### config.mk
export PLATFORM = sky130hd
export DESIGN_NAME = integ_dump_ctrl
export DESIGN_NICKNAME = d
export VERILOG_FILES = /design/src/rtl/integ_pkg.sv /design/src/rtl/acc_core.sv /design/src/rtl/integ_dump_ctrl.sv
export SDC_FILE = /design/constraint.sdc
export NUM_CORES = 1
export LEC_CHECK = 0
export ABC_AREA = 1
export BUFFER_PORTS_ARGS = -buffer_cell sky130_fd_sc_hd__clkbuf_2
export CAP_MARGIN = 30
export CORE_ASPECT_RATIO = 0.8
export CORE_MARGIN = 1.5
export CORE_UTILIZATION = 53
export CTS_BUF_LIST = sky130_fd_sc_hd__clkbuf_16
export DETAILED_ROUTE_END_ITERATION = 12
export GPL_TIMING_DRIVEN = 1
export PLACE_DENSITY = 0.78
export RECOVER_POWER = 100
export SLEW_MARGIN = 40
export SYNTH_ARGS = -nofsm -noshare
export SYNTH_HDL_FRONTEND = slang
export SYNTH_HIERARCHICAL = 1
export SYNTH_SLANG_ARGS = --single-unit
### constraint.sdc
create_clock -name clk -period 2.12 [get_ports clk]
set_input_delay 0.424 -clock clk [delete_from_list [all_inputs] [get_ports clk]]
set_output_delay 0.424 -clock clk [all_outputs]
set_load 0.03 [all_outputs]
### src/rtl/integ_pkg.sv
// Shared types and helpers for the integrate-and-dump block:
// FSM state encoding, saturation limits and sign extension.
package integ_pkg;

  typedef enum logic {
    ST_IDLE = 1'b0,
    ST_ACC  = 1'b1
  } state_e;

  // Limits are returned as 64-bit signed values so callers compare at full width.
  function automatic logic [63:0] sat_max(input int aw);
    return (64'd1 << (aw - 1)) - 64'd1;
  endfunction

  function automatic logic [63:0] sat_min(input int aw);
    return ~sat_max(aw);
  endfunction

  function automatic logic [63:0] sext(input logic [63:0] v, input int w);
    logic signed [63:0] t;
    t = $signed(v << (64 - w));
    return t >>> (64 - w);
  endfunction

endpackage

### src/rtl/acc_core.sv
// Signed accumulator with clear/enable; o_nxt/o_ovf show the value after adding i_din.
// Wraps or clamps on overflow depending on SAT; no handshake, the owner gates i_en.
module acc_core
  import integ_pkg::*;
#(
  parameter int   W   = 10,
  parameter int   AW  = 16,
  parameter logic SAT = 1'b0
) (
  input  logic          clk,
  input  logic          rstn,
  input  logic          i_clr,
  input  logic          i_en,
  input  logic [W-1:0]  i_din,
  output logic [AW-1:0] o_nxt,
  output logic          o_ovf
);

  localparam logic [63:0]   MAX64 = sat_max(AW);
  localparam logic [63:0]   MIN64 = sat_min(AW);
  localparam logic [AW-1:0] MAXV  = MAX64[AW-1:0];
  localparam logic [AW-1:0] MINV  = MIN64[AW-1:0];

  logic [AW-1:0] r_acc;
  logic [63:0]   w_sum;
  logic          w_ovf;
  logic [AW-1:0] w_nxt;

  // The sum is formed at 64 bits so the range check is exact for any AW.
  assign w_sum = sext({{(64-AW){1'b0}}, r_acc}, AW) + sext({{(64-W){1'b0}}, i_din}, W);
  assign w_ovf = ($signed(w_sum) > $signed(MAX64)) || ($signed(w_sum) < $signed(MIN64));

  always_comb begin
    w_nxt = w_sum[AW-1:0];
    if (SAT && w_ovf) begin
      w_nxt = w_sum[63] ? MINV : MAXV;
    end
  end

  always_ff @(posedge clk or negedge rstn) begin
    if (!rstn) begin
      r_acc <= '0;
    end else if (i_clr) begin
      r_acc <= '0;
    end else if (i_en) begin
      r_acc <= w_nxt;
    end
  end

  assign o_nxt = w_nxt;
  assign o_ovf = w_ovf;

endmodule

### src/rtl/integ_dump_ctrl.sv
// Integrate-and-dump sequencer: sums win_len samples, dout valid one cycle after the last one.
// dout is held until dout_rdy; a new dump over an unread one overwrites it and sets sticky drop.
module integ_dump_ctrl
  import integ_pkg::*;
#(
  parameter int   W   = 10,
  parameter int   AW  = 16,
  parameter int   CW  = 8,
  parameter logic SAT = 1'b0
) (
  input  logic                 clk,
  input  logic                 rstn,
  input  logic                 start,
  input  logic                 cont,
  input  logic                 abort,
  input  logic [CW-1:0]        win_len,
  input  logic                 din_vld,
  input  logic signed [W-1:0]  din,
  output logic signed [AW-1:0] dout,
  output logic                 dout_ovf,
  output logic                 dout_vld,
  input  logic                 dout_rdy,
  output logic                 busy,
  output logic                 drop
);

  state_e        r_state;
  state_e        w_state_nxt;
  logic [CW-1:0] r_cnt;
  logic [CW-1:0] r_len;
  logic          r_cont;
  logic          r_ovf;
  logic [AW-1:0] r_dout;
  logic          r_dout_ovf;
  logic          r_dout_vld;
  logic          r_drop;

  logic          w_start;
  logic          w_abort;
  logic          w_take;
  logic          w_last;
  logic          w_dump;
  logic          w_clr;
  logic [AW-1:0] w_nxt;
  logic          w_core_ovf;

  assign w_start = (r_state == ST_IDLE) && start && !abort;
  assign w_abort = (r_state == ST_ACC) && abort;
  assign w_take  = (r_state == ST_ACC) && din_vld && !abort;
  // A length of zero wraps len-1 to all ones, giving a 2^CW sample window.
  assign w_last  = (r_cnt == (r_len - CW'(1)));
  assign w_dump  = w_take && w_last;
  assign w_clr   = w_start || w_abort || w_dump;

  acc_core #(
    .W   (W),
    .AW  (AW),
    .SAT (SAT)
  ) u_acc (
    .clk   (clk),
    .rstn  (rstn),
    .i_clr (w_clr),
    .i_en  (w_take),
    .i_din (din),
    .o_nxt (w_nxt),
    .o_ovf (w_core_ovf)
  );

  always_comb begin
    w_state_nxt = r_state;
    case (r_state)
      ST_IDLE: if (w_start) w_state_nxt = ST_ACC;
      ST_ACC: begin
        if (abort) begin
          w_state_nxt = ST_IDLE;
        end else if (w_dump && !r_cont) begin
          w_state_nxt = ST_IDLE;
        end
      end
      default: w_state_nxt = ST_IDLE;
    endcase
  end

  always_ff @(posedge clk or negedge rstn) begin
    if (!rstn) begin
      r_state <= ST_IDLE;
      r_cnt   <= '0;
      r_len   <= '0;
      r_cont  <= 1'b0;
      r_ovf   <= 1'b0;
    end else begin
      r_state <= w_state_nxt;
      if (w_start) begin
        r_len  <= win_len;
        r_cont <= cont;
      end
      if (w_clr) begin
        r_cnt <= '0;
        r_ovf <= 1'b0;
      end else if (w_take) begin
        r_cnt <= r_cnt + CW'(1);
        if (w_core_ovf) r_ovf <= 1'b1;
      end
    end
  end

  always_ff @(posedge clk or negedge rstn) begin
    if (!rstn) begin
      r_dout     <= '0;
      r_dout_ovf <= 1'b0;
      r_dout_vld <= 1'b0;
      r_drop     <= 1'b0;
    end else begin
      if (w_dump) begin
        r_dout     <= w_nxt;
        r_dout_ovf <= r_ovf || w_core_ovf;
        r_dout_vld <= 1'b1;
      end else if (r_dout_vld && dout_rdy) begin
        r_dout_vld <= 1'b0;
      end
      // Overwrite only counts as a drop when the consumer is not taking the old word.
      if (w_start) begin
        r_drop <= 1'b0;
      end else if (w_dump && r_dout_vld && !dout_rdy) begin
        r_drop <= 1'b1;
      end
    end
  end

  assign dout     = r_dout;
  assign dout_ovf = r_dout_ovf;
  assign dout_vld = r_dout_vld;
  assign busy     = (r_state != ST_IDLE);
  assign drop     = r_drop;

endmodule

==> summary.md <==
| Metric | Value |
|---|---|
| Status | completed |
| Die height | 75.5 µm |
| Critical Path Slowest Stage Cell | dfrtp_1 |
| I/O Pins | 45 |
| Setup TNS | 0 ns |
| Endpoints failing hold | 0 |
| Share of the yosys chip area belonging to registers | 0.388 |
| Hold_buf cts | 0 |
| Metal-1 WL | 4310 µm |
| Worst Max-Slew Pin Slew | 1.37 ns |
| Final Cell Area | 4140 µm² |
| Number of synthesized flops with an enable pin | 0 |
| ANT cells | 0 |
| Die area | 7070 µm² |
| Final WS setup | 0.103 ns |
| Ys flop type | dfrtp_1 |
| Detailed Place HPWL | 6290 µm |
| Fraction of layout cells with a size suffix above 1 | 0.172 |
| Post-synthesis cell type count | 33 |
| Final setup vio count | 0 |
| CP max stage delay | 0.39 ns |
| DR WL met2 | 3820 µm |
| Port-buffer cells | 44 |
| HP Class | primary input to flip-flop |
| Overall Global Routing Usage | 0.252 |
| Hold slack | 0.330 ns |
| Post-Place Cells | 623 |
| FP Rows | 26 |
| Tot Pwr | 3.03 mW |
| CTS buffer count | 5 |
| Dpl cell area | 3970 µm² |
| Vias per Instance | 5.23 |
| 1st-pass router iterations | 7 |
| Post-Route WL | 8760 µm |
| GP Congestion | 0.940 |
| Peak VDD IR | 0.000404 V |
| # H-tree levels | 2 |
| Vias in the first global route | 2,977 |
| Setup CP Type | flip-flop to flip-flop |
| Syn Nets | 521 |
| Post-synth top area share | 0.388 |
| Area leader, netlist | dfrtp_1 |
| Die width | 93.6 µm |
| Antenna-violating nets left | 0 |
| Initial antenna violation count | 0 |
| DRC violations left | 0 |
| Clock Skew | 0.00581 ns |
| CP Data Required Time | 2.30 ns |
| Clock slew at reported path FFs | 0.07 ns |
| Worst setup EP type | flip-flop |
| Routed wl met3 | 561 µm |
| Max-Cap Viols | 0 |
| Warnings from Yosys | 6 |
| Core area | 6380 µm² |
| Count leader, synth | nand2_1 |
| Initial Utilization | 0.546 |
| Maximum fanout along the worst path | 3 |
| Clock Latency Late Sink | 0.29 ns |
| Bufs on Longest Clock Path | 2 |
| Async SR Flop Fraction | 1.00 |
| Period utilization | 0.951 |
| CTS tree | built |
| Via count | 3,303 |
| Syn_area_per_cell | 7.30 µm² |
| Area delta synth->final | 18.8% |
| Post-Syn Area | 3480 µm² |
| CP Launch Type | flip-flop |
| Slew headroom | 0.0898 |
| Top post-synthesis cells by count | nand2_1 (171), dfrtp_1 (54), inv_1 (47) |
| Nets | 591 |
| Drt initial violations | 196 |
| Flops & latches, synth | 54 |
| Fin crit period | 2.02 ns |
| Max-slew violations | 0 |
| Max Freq | 0.496 GHz |
| CP most frequent cell | nand2_1 |
| Synth area leaders | dfrtp_1 (39%), nand2_1 (18%), nand3_1 (6.6%) |
| Pin count of the biggest net entering global routing | 55 |
| CTS sink count | 54 |
| GRT Residual Overflow | 0 |
| Crit-path cells | ha_2, fa_2, nand2_1, nand2_2, nand3_2, nand2_2, nand2_2, nand2_1, nand2_1, nand2_1, nand2_1, nand2_1, a21oi_1, nor2_1 |
| Critical Path AT | 2.20 ns |
| Clock Tree Root | clkbuf_16 |
| Pwr per Cell Area | 733 nW/µm² |
| Setup WS pre-CTS | -0.100 ns |
| First-pass GRT wire length | 14,000 µm |
| Leakage | 2.34 nW |
| Cell count after synthesis | 477 |
| Post-layout util | 0.649 |
| Highest metal used | met4 |
| Finished Layout Cells | 632 |
| Average wire per standard cell | 13.9 µm |
| R2R Setup Slk | 0.10 ns |
==> kinds of logic (layout without fill, tap and decap cells) <==
kind of cell | after synthesis | after routing | share of synthesized area
adders and majority gates | 19 | 19 | 0.0704
AOI/OAI and AO/OA | 36 | 36 | 0.0654
buffers and inverters | 62 | 133 | 0.0700
xor gates and xnor gates | 18 | 18 | 0.0453
DFF | 54 | 54 | 0.388
and+or+nand+nor | 288 | 288 | 0.361
==> cells in the final DEF (no fill, tap or decap), types with 7 or more instances in the layout <==
| cell type | synthesis | layout |
|---|---|---|
| clkbuf_1 | 3 | 21 |
| clkbuf_2 | 0 | 25 |
| nor2_1 | 39 | 38 |
| buf_4 | 0 | 23 |
| inv_1 | 47 | 47 |
| and2_1 | 8 | 7 |
| o21ai_0 | 7 | 7 |
| dfrtp_1 | 54 | 54 |
| inv_2 | 8 | 9 |
| nand3_1 | 46 | 45 |
| a21oi_1 | 12 | 11 |
| nand2_2 | 9 | 12 |
| nand2_1 | 171 | 168 |
| xor2_1 | 13 | 13 |
| ha_1 | 18 | 16 |
==> path summary, 6_finish.rpt <==
kind,from,endpoint,cells past startpoint
max,u_acc/r_acc[0],r_ovf,14
min,win_len[7],r_len[7],3
max reg2reg,u_acc/r_acc[0],r_ovf,14
min reg2reg,dout[10],dout[10],2
max in group asynchronous,rstn,drop,2
min in group asynchronous,rstn,u_acc/r_acc[3],2
==> critical path: cells and delay by family, from the launching register on <==
kind | cells | cell delay [ns]
AO/OA/AOI/OAI | 1 | 0.13
adder cells (fa/ha/maj) | 2 | 0.56
flip-flops | 1 | 0.39
AND/OR/NAND/NOR | 11 | 0.82
==> per-layer routing <==
metal,global-route usage,up-vias
met5,0,-
met4,0.0580,0
met3,0.0379,10
met2,0.395,127
met1,0.371,1520
li1,-,1646
==> layout make-up <==
class	instances	area (µm²)
fill	553	2240
multi-input combinational	361	1920
inverter	55	206
timing repair buffer	70	388
tap	84	105
clock buffer	5	125
sequential	54	1350
clock inverter	3	37.5
==> where the power goes <==
group | internal (mW) | leakage, nW | switching (mW)
clock network | 0.550 | 0.0864 | 0.362
logic | 0.333 | 1.52 | 0.588
registers | 1.13 | 0.730 | 0.0739
==> timing repair <==
action                     CTS  global route
setup buffers                0             1
setup endpoints to repair    0            20
resized for setup            0            12
==> registers in the layout, indices dropped and copies added (netlist names), 8 cells and up <==
register / count
dout: 16
u_acc/r_acc: 16
r_cnt: 8
r_len: 8
(Power assumes the default switching activity.)
